<file path="src/rtl/mips_pkg.sv">
// mips_pkg: shared definitions for the instruction-memory loader.
//   imem_ld_state_t : loader FSM states
//   BYTES_PER_WORD  : bytes per instruction word
//   IMEM_ADDR_W     : default instruction-memory byte-address width
//   be_byte()       : big-endian byte select (index 0 is bits [31:24])
package mips_pkg;

    localparam int unsigned BYTES_PER_WORD = 4;
    localparam int unsigned IMEM_ADDR_W    = 10;

    typedef enum logic [2:0] {
        StIdle,
        StCheck,
        StWaitWord,
        StWr,
        StFinish
    } imem_ld_state_t;

    function automatic logic [7:0] be_byte(input logic [31:0] word, input logic [1:0] idx);
        logic [7:0] b;
        b = word[31:24];
        unique case (idx)
            2'd0: b = word[31:24];
            2'd1: b = word[23:16];
            2'd2: b = word[15:8];
            2'd3: b = word[7:0];
        endcase
        return b;
    endfunction

endpackage

</file>
<file path="src/rtl/imem_loader.sv">
// imem_loader: write-side front end for the byte-addressed instruction memory.
// Accepts 32-bit words over a valid/ready handshake and writes each as four
// big-endian bytes (A = [31:24] .. A+3 = [7:0]). Holds the core in reset while loading.
//
// Ports:
//   CLK, RESET            clock; asynchronous active-high reset
//   START                 begin a load (sampled only when idle)
//   BASE_ADDR, NUM_WORDS  first byte address (bits [1:0] ignored), word count
//   WORD_VALID/DATA/READY host word stream handshake
//   MEM_WE/ADDR/WDATA     byte write port to instruction memory
//   CPU_HOLD              core held in reset while high
//   BUSY, DONE, ERROR     load in progress, one-cycle completion, sticky rejection
module imem_loader
    import mips_pkg::*;
#(
    parameter int unsigned ADDR_W = IMEM_ADDR_W,
    parameter int unsigned CNT_W  = 9
) (
    input  logic              CLK,
    input  logic              RESET,
    input  logic              START,
    input  logic [ADDR_W-1:0] BASE_ADDR,
    input  logic [CNT_W-1:0]  NUM_WORDS,
    input  logic              WORD_VALID,
    input  logic [31:0]       WORD_DATA,
    output logic              WORD_READY,
    output logic              MEM_WE,
    output logic [ADDR_W-1:0] MEM_ADDR,
    output logic [7:0]        MEM_WDATA,
    output logic              CPU_HOLD,
    output logic              BUSY,
    output logic              DONE,
    output logic              ERROR
);

    // Range check is done 3 bits wider than the address so base + 4*count cannot wrap.
    localparam int unsigned     ExtW     = ADDR_W + 3;
    localparam logic [ExtW-1:0] MemBytes = ExtW'(1) << ADDR_W;

    imem_ld_state_t    state_q, state_d;
    logic [ADDR_W-1:0] addr_q, addr_d;          // byte address of the current word
    logic [CNT_W-1:0]  num_words_q, num_words_d;
    logic [CNT_W-1:0]  count_q, count_d;        // words fully written
    logic [31:0]       word_q, word_d;
    logic [1:0]        idx_q, idx_d;            // byte currently on the write port

    logic              word_ready_q, word_ready_d;
    logic              mem_we_q, mem_we_d;
    logic [ADDR_W-1:0] mem_addr_q, mem_addr_d;
    logic [7:0]        mem_wdata_q, mem_wdata_d;
    logic              cpu_hold_q, cpu_hold_d;
    logic              busy_q, busy_d;
    logic              done_q, done_d;
    logic              error_q, error_d;

    logic [ExtW-1:0]   end_addr;
    logic [1:0]        idx_nxt;
    logic [CNT_W-1:0]  count_nxt;

    always_comb begin
        state_d      = state_q;
        addr_d       = addr_q;
        num_words_d  = num_words_q;
        count_d      = count_q;
        word_d       = word_q;
        idx_d        = idx_q;
        word_ready_d = word_ready_q;
        mem_we_d     = 1'b0;
        mem_addr_d   = mem_addr_q;
        mem_wdata_d  = mem_wdata_q;
        cpu_hold_d   = cpu_hold_q;
        busy_d       = busy_q;
        done_d       = 1'b0;
        error_d      = error_q;

        end_addr  = ExtW'(addr_q) + (ExtW'(num_words_q) << 2);
        idx_nxt   = idx_q + 2'd1;
        count_nxt = count_q + CNT_W'(1);

        unique case (state_q)
            StIdle: begin
                if (START) begin
                    addr_d      = BASE_ADDR & ~ADDR_W'(3);
                    num_words_d = NUM_WORDS;
                    count_d     = '0;
                    idx_d       = '0;
                    cpu_hold_d  = 1'b1;
                    busy_d      = 1'b1;
                    error_d     = 1'b0;
                    state_d     = StCheck;
                end
            end
            StCheck: begin
                if (num_words_q == '0) begin
                    done_d     = 1'b1;
                    cpu_hold_d = 1'b0;
                    state_d    = StFinish;
                end else if (end_addr > MemBytes) begin
                    // Rejected: core stays held.
                    error_d = 1'b1;
                    done_d  = 1'b1;
                    state_d = StFinish;
                end else begin
                    word_ready_d = 1'b1;
                    state_d      = StWaitWord;
                end
            end
            StWaitWord: begin
                if (WORD_VALID && word_ready_q) begin
                    // Outputs are registered, so byte 0 is launched on the handshake edge.
                    word_d       = WORD_DATA;
                    idx_d        = 2'd0;
                    word_ready_d = 1'b0;
                    mem_we_d     = 1'b1;
                    mem_addr_d   = addr_q;
                    mem_wdata_d  = be_byte(WORD_DATA, 2'd0);
                    state_d      = StWr;
                end
            end
            StWr: begin
                if (idx_q != 2'd3) begin
                    idx_d       = idx_nxt;
                    mem_we_d    = 1'b1;
                    mem_addr_d  = addr_q + ADDR_W'(idx_nxt);
                    mem_wdata_d = be_byte(word_q, idx_nxt);
                end else begin
                    count_d = count_nxt;
                    addr_d  = addr_q + ADDR_W'(BYTES_PER_WORD);
                    if (count_nxt == num_words_q) begin
                        done_d     = 1'b1;
                        cpu_hold_d = 1'b0;
                        state_d    = StFinish;
                    end else begin
                        word_ready_d = 1'b1;
                        state_d      = StWaitWord;
                    end
                end
            end
            StFinish: begin
                busy_d  = 1'b0;
                state_d = StIdle;
            end
            default: state_d = StIdle;
        endcase
    end

    always_ff @(posedge CLK or posedge RESET) begin
        if (RESET) begin
            state_q      <= StIdle;
            addr_q       <= '0;
            num_words_q  <= '0;
            count_q      <= '0;
            word_q       <= '0;
            idx_q        <= '0;
            word_ready_q <= 1'b0;
            mem_we_q     <= 1'b0;
            mem_addr_q   <= '0;
            mem_wdata_q  <= '0;
            cpu_hold_q   <= 1'b1;
            busy_q       <= 1'b0;
            done_q       <= 1'b0;
            error_q      <= 1'b0;
        end else begin
            state_q      <= state_d;
            addr_q       <= addr_d;
            num_words_q  <= num_words_d;
            count_q      <= count_d;
            word_q       <= word_d;
            idx_q        <= idx_d;
            word_ready_q <= word_ready_d;
            mem_we_q     <= mem_we_d;
            mem_addr_q   <= mem_addr_d;
            mem_wdata_q  <= mem_wdata_d;
            cpu_hold_q   <= cpu_hold_d;
            busy_q       <= busy_d;
            done_q       <= done_d;
            error_q      <= error_d;
        end
    end

    assign WORD_READY = word_ready_q;
    assign MEM_WE     = mem_we_q;
    assign MEM_ADDR   = mem_addr_q;
    assign MEM_WDATA  = mem_wdata_q;
    assign CPU_HOLD   = cpu_hold_q;
    assign BUSY       = busy_q;
    assign DONE       = done_q;
    assign ERROR      = error_q;

endmodule

</file>
<file path="config.mk">
export PLATFORM = sky130hd
export DESIGN_NAME = imem_loader
export DESIGN_NICKNAME = d
export VERILOG_FILES = /design/src/rtl/mips_pkg.sv /design/src/rtl/imem_loader.sv
export SDC_FILE = /design/constraint.sdc
export NUM_CORES = 1
export LEC_CHECK = 0
export BUFFER_PORTS_ARGS = -buffer_cell sky130_fd_sc_hd__buf_2
export CORE_MARGIN = 1.5
export CORE_UTILIZATION = 35
export DETAILED_ROUTE_END_ITERATION = 12
export HOLD_SLACK_MARGIN = 0.08
export MAX_ROUTING_LAYER = met4
export SETUP_SLACK_MARGIN = 0.02
export SLEW_MARGIN = 30
export SYNTH_ARGS = -nofsm -noshare
export SYNTH_HDL_FRONTEND = slang
export SYNTH_SLANG_ARGS = --single-unit
export TNS_END_PERCENT = 30
</file>
<file path="constraint.sdc">
create_clock -name CLK -period 3.2 [get_ports CLK]
set_input_delay 0.16 -clock CLK [delete_from_list [all_inputs] [get_ports CLK]]
set_output_delay 0.16 -clock CLK [all_outputs]
set_load 0.03 [all_outputs]
</file>
* Yosys cells after proc, flatten, opt, wreduce, memory -nomap -nowiden *
Index checks and enable logic that the tools add are counted.

cells by class
  reductions and logical operators = 21
  order comparisons = 1
  $add $sub $neg = 5
  eq/ne operators = 19
  mux-type cells = 48

operator list
  cell                                                                     count
  10-bit 2-to-1 mux                                                        4
  10-bit case mux with 2 select lines                                      2
  8-bit case mux with 4 select lines                                       1
  2-bit != test (second input constant)                                    11
  1-bit 2-to-1 mux                                                         18
  3-bit 2-to-1 mux                                                         6
  9-bit 2-to-1 mux                                                         2
  9-bit case mux with 2 select lines                                       1
  8-bit 2-to-1 mux                                                         2
  8-bit case mux with 2 select lines                                       1
  10-bit by 11-bit adder with 12-bit output                                1
  12-bit by 11-bit > comparator with 1-bit output (second input constant)  1
  3-bit case mux with 4 select lines                                       1
  10-bit by 2-bit adder with 10-bit output                                 1
  10-bit by 3-bit adder with 10-bit output (second input constant)         1
  9-bit by 1-bit adder with 9-bit output (second input constant)           1
  9-bit == test                                                            1
  9-bit logical NOT                                                        1
  3-bit AND reduction                                                      3
  3-bit nonzero test                                                       3
  1-bit case mux with 2 select lines                                       4
  4-bit AND reduction                                                      2
  2-bit nonzero test                                                       4
  3-bit by 2-bit == test with 1-bit output (second input constant)         2
  other kinds (14)                                                         20

word-level totals
  output and inout bits = 24
  flip-flop bits (word level) = 89
  input port bits = 55

* Longest topological paths before layout *
Gate-level depths: netlist of run 1.

  depth in word-level cells = 5
  depth in mapped cells = 11

* Least setup slack after synthesis of run 1 *
No wires, ideal clock.

  kind = register to register
  from = reg addr_q[2]
  to = reg done_q (netlist: DONE)
  library setup time = 0.119 ns
  cell stages (with the launch flop) = 12
  arrival = 2.291 ns
  slack = 0.791 ns
  buffers on the path = 0
  cells stage by stage = dfrtp_1 > ha_1 > inv_1 > fa_1 > nand2b_1 > a21oi_1 > o31ai_1 > mux2_2 > nand2_1 > o311ai_2 > nor3_2 > o21a_1

between the ends
  longest elaborated chain between the ends = 5

RTL lines
  element                                          line                source
  start, declared                                  imem_loader.sv:41   logic [ADDR_W-1:0] addr_q, addr_d;
  start signal, assigned                           imem_loader.sv:165  addr_q <= addr_d;
  10-bit by 11-bit adder with 12-bit output        imem_loader.sv:76   end_addr = ExtW'(addr_q) + (ExtW'(num_words_q) << 2);
  12-bit by 11-bit > comparator with 1-bit output  imem_loader.sv:98   end else if (end_addr > MemBytes) begin
  1-bit 2-to-1 mux                                 imem_loader.sv:98
  1-bit 2-to-1 mux                                 imem_loader.sv:94   if (num_words_q == '0) begin
  1-bit case mux with 2 select lines               imem_loader.sv:80   unique case (state_q)
  net done_d                                       imem_loader.sv:53   logic done_q, done_d;
  end signal, assigned                             imem_loader.sv:176  done_q <= done_d;
  end, declared                                    imem_loader.sv:53

The timed path passes the listed nets, and every way through them passes these cells.
A chain may end at the register's enable or synchronous reset.

* Worst setup path in the final report of run 1 *
  from = reg addr_q[2]
  to = reg state_q[2]

between the ends
  longest elaborated chain between the ends = 5

RTL lines
  element                                          line                source
  10-bit by 11-bit adder with 12-bit output        imem_loader.sv:76
  12-bit by 11-bit > comparator with 1-bit output  imem_loader.sv:98
  3-bit 2-to-1 mux                                 imem_loader.sv:98
  3-bit 2-to-1 mux                                 imem_loader.sv:94
  3-bit case mux with 4 select lines               imem_loader.sv:80
  end signal, assigned                             imem_loader.sv:149  state_q <= StIdle;
  end signal, assigned                             imem_loader.sv:164  state_q <= state_d;
  end, declared                                    imem_loader.sv:40   imem_ld_state_t state_q, state_d;

No other way between the ends.

==> impl_metrics.py, run 1 <==
metrics = {
    "floorplanning": {
        "ios": 79,
        "fp.coreArea_mm2": 0.01277,
        "die_h_um": 118.3,
        "rows": 41,
        "initial_core_util_pct": 36.44,
        "die_w_um": 118.3,
        "dieArea_mm2": 0.01400,
    },
    "clocking": {
        "cts_tree": "yes",
        "clock_path_buffers": 2,
        "clk_latency_ns": 0.34,
        "cts_setup_buffers": 0,
        "clk_pin_slew_worst_paths_ns": 0.06,
        "h-tree-depth": 3,
        "cts_sinks": 87,
        "cts_inserted_buffers": 9,
        "root_buffer": "clkbuf_16",
    },
    "power": {
        "p_clk_share_pct": 18.7,
        "comb_power_share_pct": 46.9,
        "power_mw": 5.797,
        "powerDensity_mw_per_mm2": 980.7,
        "p_sw_share_pct": 41.48,
        "seq_power_share_pct": 34.5,
        "p_leak_nw": 2.648,
        "p_int_mw": 3.392,
        "switchingPower_mw": 2.404,
        "vdd_drop_max_v": 0.0003912,
    },
    "placed_design": {
        "io_buffers": 76,
        "gp_congestion": 0.8612,
        "place_area_mm2": 0.005180,
        "dp_hpwl_um": 8285,
    },
    "routing": {
        "firstDrtPassIters": 5,
        "ant_nets": 0,
        "wl_met2_um": 5805,
        "drtIter0Drc": 257,
        "wl_per_cell_um": 16.01,
        "wl_met1_um": 5421,
        "routed_via_density": 5.190,
        "wl_met3_um": 567,
        "vias": 3877,
        "top_layer": "met4",
        "drc": 0,
        "wirelength_um": 11960,
    },
    "hold_path": {
        "hold_class": "in2reg",
        "hp-start": "BASE_ADDR[3]",
        "whs_endpoint": "addr_q[3]",
        "min_path_cells": 3,
    },
    "cells_and_area": {
        "layout_commonest_cell": "dfrtp_1",
        "drive_above_1_share_pct": 25.26,
        "fin_nets": 640,
        "fin_area_mm2": 0.005911,
        "final_cell_mix": "86 x dfrtp_1, 76 x buf_2, 58 x nand2_1",
        "area_growth_pct": 26.99,
    },
    "setup_path": {
        "crit_path_max_fanout": 6,
        "ff2ff_path_depth": 11,
        "startpoint_type": "flop",
        "crit_chain": "ha_1, inv_1, fa_1, nand2b_1, a21oi_1, o31ai_1, mux2_2, nand2_1, o311ai_2, nor3_2, o21a_1",
        "regToRegSetupSlack_ns": 0.47,
        "rr_startpoint": "addr_q[2]",
        "r2r_end": "state_q[2]",
        "crit_type": "reg2reg",
        "max_stage_delay_ns": 0.47,
        "crit_path_top_delay_cell": "dfrtp_1",
        "endpoint_kind": "flop",
        "cp.required_ns": 3.43,
        "cp.arrival_ns": 2.96,
    },
    "yosys": {
        "synth_cell_type_count": 63,
        "synth_area_mm2": 0.004654,
        "synth_nets": 528,
        "synth_area_per_cell_um2": 10.18,
        "netlist_instances": 457,
        "async_reset_ff_share_pct": 100.0,
        "synth_edf_count": 0,
        "ys_warn_count": 0,
        "synth_ff_type": "dfrtp_1",
        "synth.yosys.seq_area_share_pct": 46.80,
        "synth_seq_cells": 87,
    },
    "timing": {
        "timing.final.crit_period_ns": 2.727,
        "grt_setup_unrepaired": "false",
        "skew_ns": 0.006798,
        "max-slew-margin-rel_pct": 57.45,
        "drv_slew": 0,
        "finalHoldViolations": 0,
        "tightest_slew_ns": 0.6375,
        "final.period_utilization_pct": 85.21,
        "tns_ns": 0,
        "max_freq_mhz": 366.8,
        "finalSetupViolations": 0,
    },
    "flow_run": {
        "maxCapViolCount": 0,
    },
    "global_route": {
        "grt_max_degree": 52,
        "grt.overflow.total": 0,
        "grt_pass1_wl_um": 19730,
        "antenna_found_initial": 0,
        "grt_pass1_vias": 3969,
        "grt.total_usage_pct": 18.15,
    },
    "outcome": {
        "status": "finished, final reports clean",
    },
}
routing by layer:
metal	global-route usage, %	vias to the layer above
met5	-	-
met4	5.183	0
met3	4.488	11
met2	30.23	106
met1	21.85	1870
li1	-	1890
worst max-delay path by stage:
stage | start | endpoint
after floorplan | RESET | BUSY
after global placement | addr_q[2] | DONE
after detailed placement | addr_q[2] | state_q[2]
after CTS | addr_q[2] | state_q[2]
after global routing | addr_q[2] | state_q[2]
final | addr_q[2] | state_q[2]
per-stage QoR:
step | worst slack (ns) | utilization [%] | hold slack (ns) | instances
after global routing | 0.2699 | 46.25 | 0.08589 | 746
final | 0.4734 | 46.27 | 0.08229 | 747
after CTS | 0.4846 | 46.25 | 0.08031 | 746
after floorplan | 0.7905 | - | 0.2654 | 457
after global placement | 0.5523 | 40.55 | 0.2631 | 688
after detailed placement | 0.4967 | 40.55 | 0.2744 | 688
worst max-delay path: cells and delay by family (launching register included):
kind            cells  cell delay [ns]
compound gates      4             0.76
fa+ha+maj           2             0.68
flops               1             0.47
simple gates        3             0.38
mux                 1             0.25
buf+inv             1             0.07
registers in the layout, indices dropped and copies added (netlist names):
register	cells
count_q	9
CPU_HOLD	1
num_words_q	9
state_q	3
MEM_WDATA	8
WORD_READY	1
BUSY	1
addr_q	8
MEM_ADDR	10
ERROR	1
DONE	1
MEM_WE	1
word_q	32
idx_q	2
power by group through the flow:
stage          Clock [mW]  Sequential (mW)  Combinational, mW
3_5_place_dp            0             2.02               2.69
4_1_cts              1.11             2.00               2.74
6_report             1.08             2.00               2.72
3_3_place_gp            0             1.99               2.62
2_1_floorplan           0             2.15               1.85
5_1_grt              1.15             2.07               3.01
cell usage after synthesis, types with 4 or more instances:
| cell | number | area (µm²) |
|---|---|---|
| nand2_1 | 58 | 217.7 |
| nor2_1 | 27 | 101.4 |
| buf_2 | 5 | 25.02 |
| nand3_1 | 15 | 75.07 |
| inv_1 | 9 | 33.78 |
| o21ai_1 | 4 | 20.02 |
| o31ai_1 | 12 | 90.09 |
| ha_1 | 15 | 187.7 |
| nor3_1 | 7 | 35.03 |
| xor2_1 | 9 | 78.83 |
| xnor2_1 | 9 | 78.83 |
| mux2_1 | 8 | 90.09 |
| and3_1 | 8 | 50.05 |
| buf_1 | 5 | 18.77 |
| o22ai_1 | 10 | 62.56 |
| a222oi_1 | 8 | 80.08 |
| buf_6 | 4 | 45.04 |
| and2_1 | 4 | 25.02 |
| a21oi_1 | 31 | 155.2 |
| mux2_2 | 29 | 326.6 |
| clkbuf_1 | 7 | 26.28 |
| dfrtp_1 | 86 | 2152 |
| and4_1 | 4 | 35.03 |
| o21ai_0 | 28 | 140.1 |
repair_timing:
action / in CTS / in global routing
hold buffers: 42 / 0
gates resized for setup: 0 / 0
hold endpoints to repair: 77 / 0
cell type report:
class | instances | area, µm²
Fill cell | 1191 | 6863
Multi-Input combinational cell | 336 | 2302
Sequential cell | 87 | 2178
Timing Repair Buffer | 125 | 865.8
Clock buffer | 11 | 242.7
Tap cell | 172 | 215.2
Clock inverter | 5 | 65.06
Inverter | 10 | 38.79
Antenna cell | 1 | 2.502
cells by family after synthesis:
logic type | count (synthesis) | synth area share, %
XOR/XNOR | 18 | 3.387
AND/OR/NAND/NOR | 145 | 15.35
AO/OA/AOI/OAI | 117 | 16.77
multiplexers | 39 | 9.382
adder cells (fa/ha/maj) | 16 | 4.462
buffers and inverters | 34 | 3.763
flip-flops | 87 | 46.80
other | 1 | 0.08057
No activity file was read; power rests on OpenSTA's default activity.
==> run 2, diff against run 1 <==
- CORE_ASPECT_RATIO: unset -> 1.75
==> run 2 against run 1 <==
  * Power down 0.27%
  * Critical path depth did not move
  * Non-clock buffer count up 3
  * Sequential share of layout area hardly changed
  * Utilization shrank 0.53 points
  * Combinational power about the same
  * Register-to-register slack gained 0.04 ns
  * Sequential cell count did not move
  * Maximum frequency is 1.7% higher
  * Clock skew up 0.0047 ns
  * Critical path type unchanged
  * Largest power group unchanged
==> impl_metrics.py, run 2 (synthesis gave the netlist of run 1 again) <==
metrics = {
    "hold_path": {
        "hp-start": "START",
        "whs_endpoint": "BUSY",
        "hold_class": "in2reg",
        "min_path_cells": 3,
    },
    "power": {
        "p_sw_share_pct": 41.71,
        "vdd_drop_max_v": 0.0004982,
        "p_leak_nw": 2.663,
        "comb_power_share_pct": 46.7,
        "p_int_mw": 3.370,
        "powerDensity_mw_per_mm2": 976.8,
        "switchingPower_mw": 2.411,
        "p_clk_share_pct": 18.6,
        "seq_power_share_pct": 34.7,
    },
    "placed_design": {
        "place_inst": 688,
        "dp_hpwl_um": 8553,
        "io_buffers": 76,
        "dp_slack_ns": 0.5569,
        "gp_congestion": 0.8999,
    },
    "setup_path": {
        "regToRegSetupSlack_ns": 0.52,
        "ff2ff_path_depth": 11,
        "endpoint_kind": "flop",
        "crit_type": "reg2reg",
        "cp.required_ns": 3.42,
        "r2r_end": "DONE",
        "startpoint_type": "flop",
        "crit_path_max_fanout": 6,
        "rr_startpoint": "addr_q[2]",
        "cp.arrival_ns": 2.91,
    },
    "cells_and_area": {
        "antennaDiodeCount": 0,
        "multi_input_area_mm2": 0.002302,
        "regMostFlops": "word_q",
        "fin_nets": 643,
        "final_cell_mix": "86 x dfrtp_1, 76 x buf_2, 58 x nand2_1",
        "fin_cells": 748,
        "fillers": 1256,
        "drive_above_1_share_pct": 25.48,
        "area_growth_pct": 27.15,
        "largest_register_ffs": 32,
        "layout_commonest_cell": "dfrtp_1",
        "register_area_mm2": 0.002178,
    },
    "timing": {
        "tightest_slew_ns": 0.8174,
        "skew_ns": 0.01147,
        "final.period_utilization_pct": 83.82,
        "finalSetupViolations": 0,
        "tns_ns": 0,
        "holdWs_ns": 0.1110,
        "max_freq_mhz": 372.8,
        "drv_slew": 0,
        "finalHoldViolations": 0,
        "grt_setup_unrepaired": "false",
        "max-slew-margin-rel_pct": 45.51,
        "timing.final.crit_period_ns": 2.682,
        "setup_slack_ns": 0.5178,
    },
    "floorplanning": {
        "rows": 55,
        "fp.coreArea_mm2": 0.01294,
        "ios": 79,
        "die_w_um": 90.17,
        "die_h_um": 155.6,
        "dieArea_mm2": 0.01403,
        "initial_core_util_pct": 35.98,
    },
    "clocking": {
        "cts_tree": "yes",
        "root_buffer": "clkbuf_16",
        "h-tree-depth": 3,
        "clk_latency_ns": 0.34,
        "cts_inserted_buffers": 9,
        "clk_pin_slew_worst_paths_ns": 0.07,
        "cts_sinks": 87,
        "clock_path_buffers": 2,
    },
    "global_route": {
        "antenna_found_initial": 0,
        "grt_max_degree": 50,
        "grt.overflow.total": 0,
        "grt_pass1_vias": 3984,
        "grt_pass1_wl_um": 19560,
        "grt.total_usage_pct": 18.11,
    },
    "routing": {
        "wirelength_um": 11970,
        "vias": 3882,
        "routed_via_density": 5.190,
        "drtIter0Drc": 157,
        "wl_per_cell_um": 16.00,
        "drc": 0,
        "ant_nets": 0,
        "firstDrtPassIters": 4,
    },
    "flow_run": {
        "maxCapViolCount": 0,
    },
    "outcome": {
        "status": "finished, final reports clean",
    },
}
[run 2: changes by cell type in the layout (fill, tap and decap cells not counted), sizes merged]
cell | previous run | this run
diode | 1 | 0
dlygate4sd3 | 42 | 44
clkbuf | 11 | 9
clkinv | 1 | 4
buf | 83 | 84
clkinvlp | 2 | 0
inv | 11 | 12
[run 2: power by group through the flow]
stage | clock [mW] | combinational (mW) | sequential, mW
2_1_floorplan | 0 | 1.85 | 2.15
3_3_place_gp | 0 | 2.57 | 2.00
3_5_place_dp | 0 | 2.66 | 2.03
4_1_cts | 1.11 | 2.71 | 2.01
5_1_grt | 1.15 | 2.99 | 2.07
6_report | 1.08 | 2.70 | 2.01
[run 2: cell type report]
class / count / area share [%]
clock buffer: 9 / 3.805
clock inverter: 7 / 1.332
inverter: 10 / 0.6554
multi-input combinational: 336 / 38.90
sequential: 87 / 36.81
tap: 171 / 3.615
timing repair buffer: 128 / 14.88
[run 2: worst max-delay path by stage]
| stage | from | end | slack [ns] | cells past startpoint |
|---|---|---|---|---|
| finish | addr_q[2] | DONE | 0.52 | 11 |
| global route | addr_q[2] | DONE | 0.22 | 11 |
| CTS | addr_q[2] | DONE | 0.52 | 11 |
| detailed placement | addr_q[2] | DONE | 0.56 | 11 |
| global placement | addr_q[2] | DONE | 0.58 | 11 |
| floorplan | RESET | BUSY | 0.79 | 1 |
[run 2: repair_timing]
item	CTS	global route
resized for setup	0	0
buffers inserted	0	0
endpoints found under the hold margin	88	0
hold buffers	44	0
[run 2: worst max-delay path, stage by stage, from the launching register on]
cell and delay (ns):
dfrtp_1 0.45, ha_1 0.25, inv_1 0.07, fa_1 0.42, nand2b_1 0.17, a21oi_1 0.19
o31ai_1 0.10, mux2_2 0.25, nand2_1 0.09, o311ai_2 0.29, nor3_2 0.11, o21a_1 0.18
[run 2: through the flow]
stage | utilization (%) | instance area [µm²] | power [mW]
2_1_floorplan | - | 4654 | 4.005
3_3_place_gp | 39.99 | 5174 | 4.574
3_5_place_dp | 39.99 | 5174 | 4.690
4_1_cts | 45.74 | 5918 | 5.823
5_1_grt | 45.74 | 5918 | 6.211
6_report | 45.74 | 5918 | 5.781
[run 2: metal layers]
layer  vias up  track usage (%)  wire (µm)
met5         -                -          0
met4         0            7.483        317
met3        27            3.655        427
met2        96            32.03       6179
met1      1867            19.70       5045
li1       1892                -          -
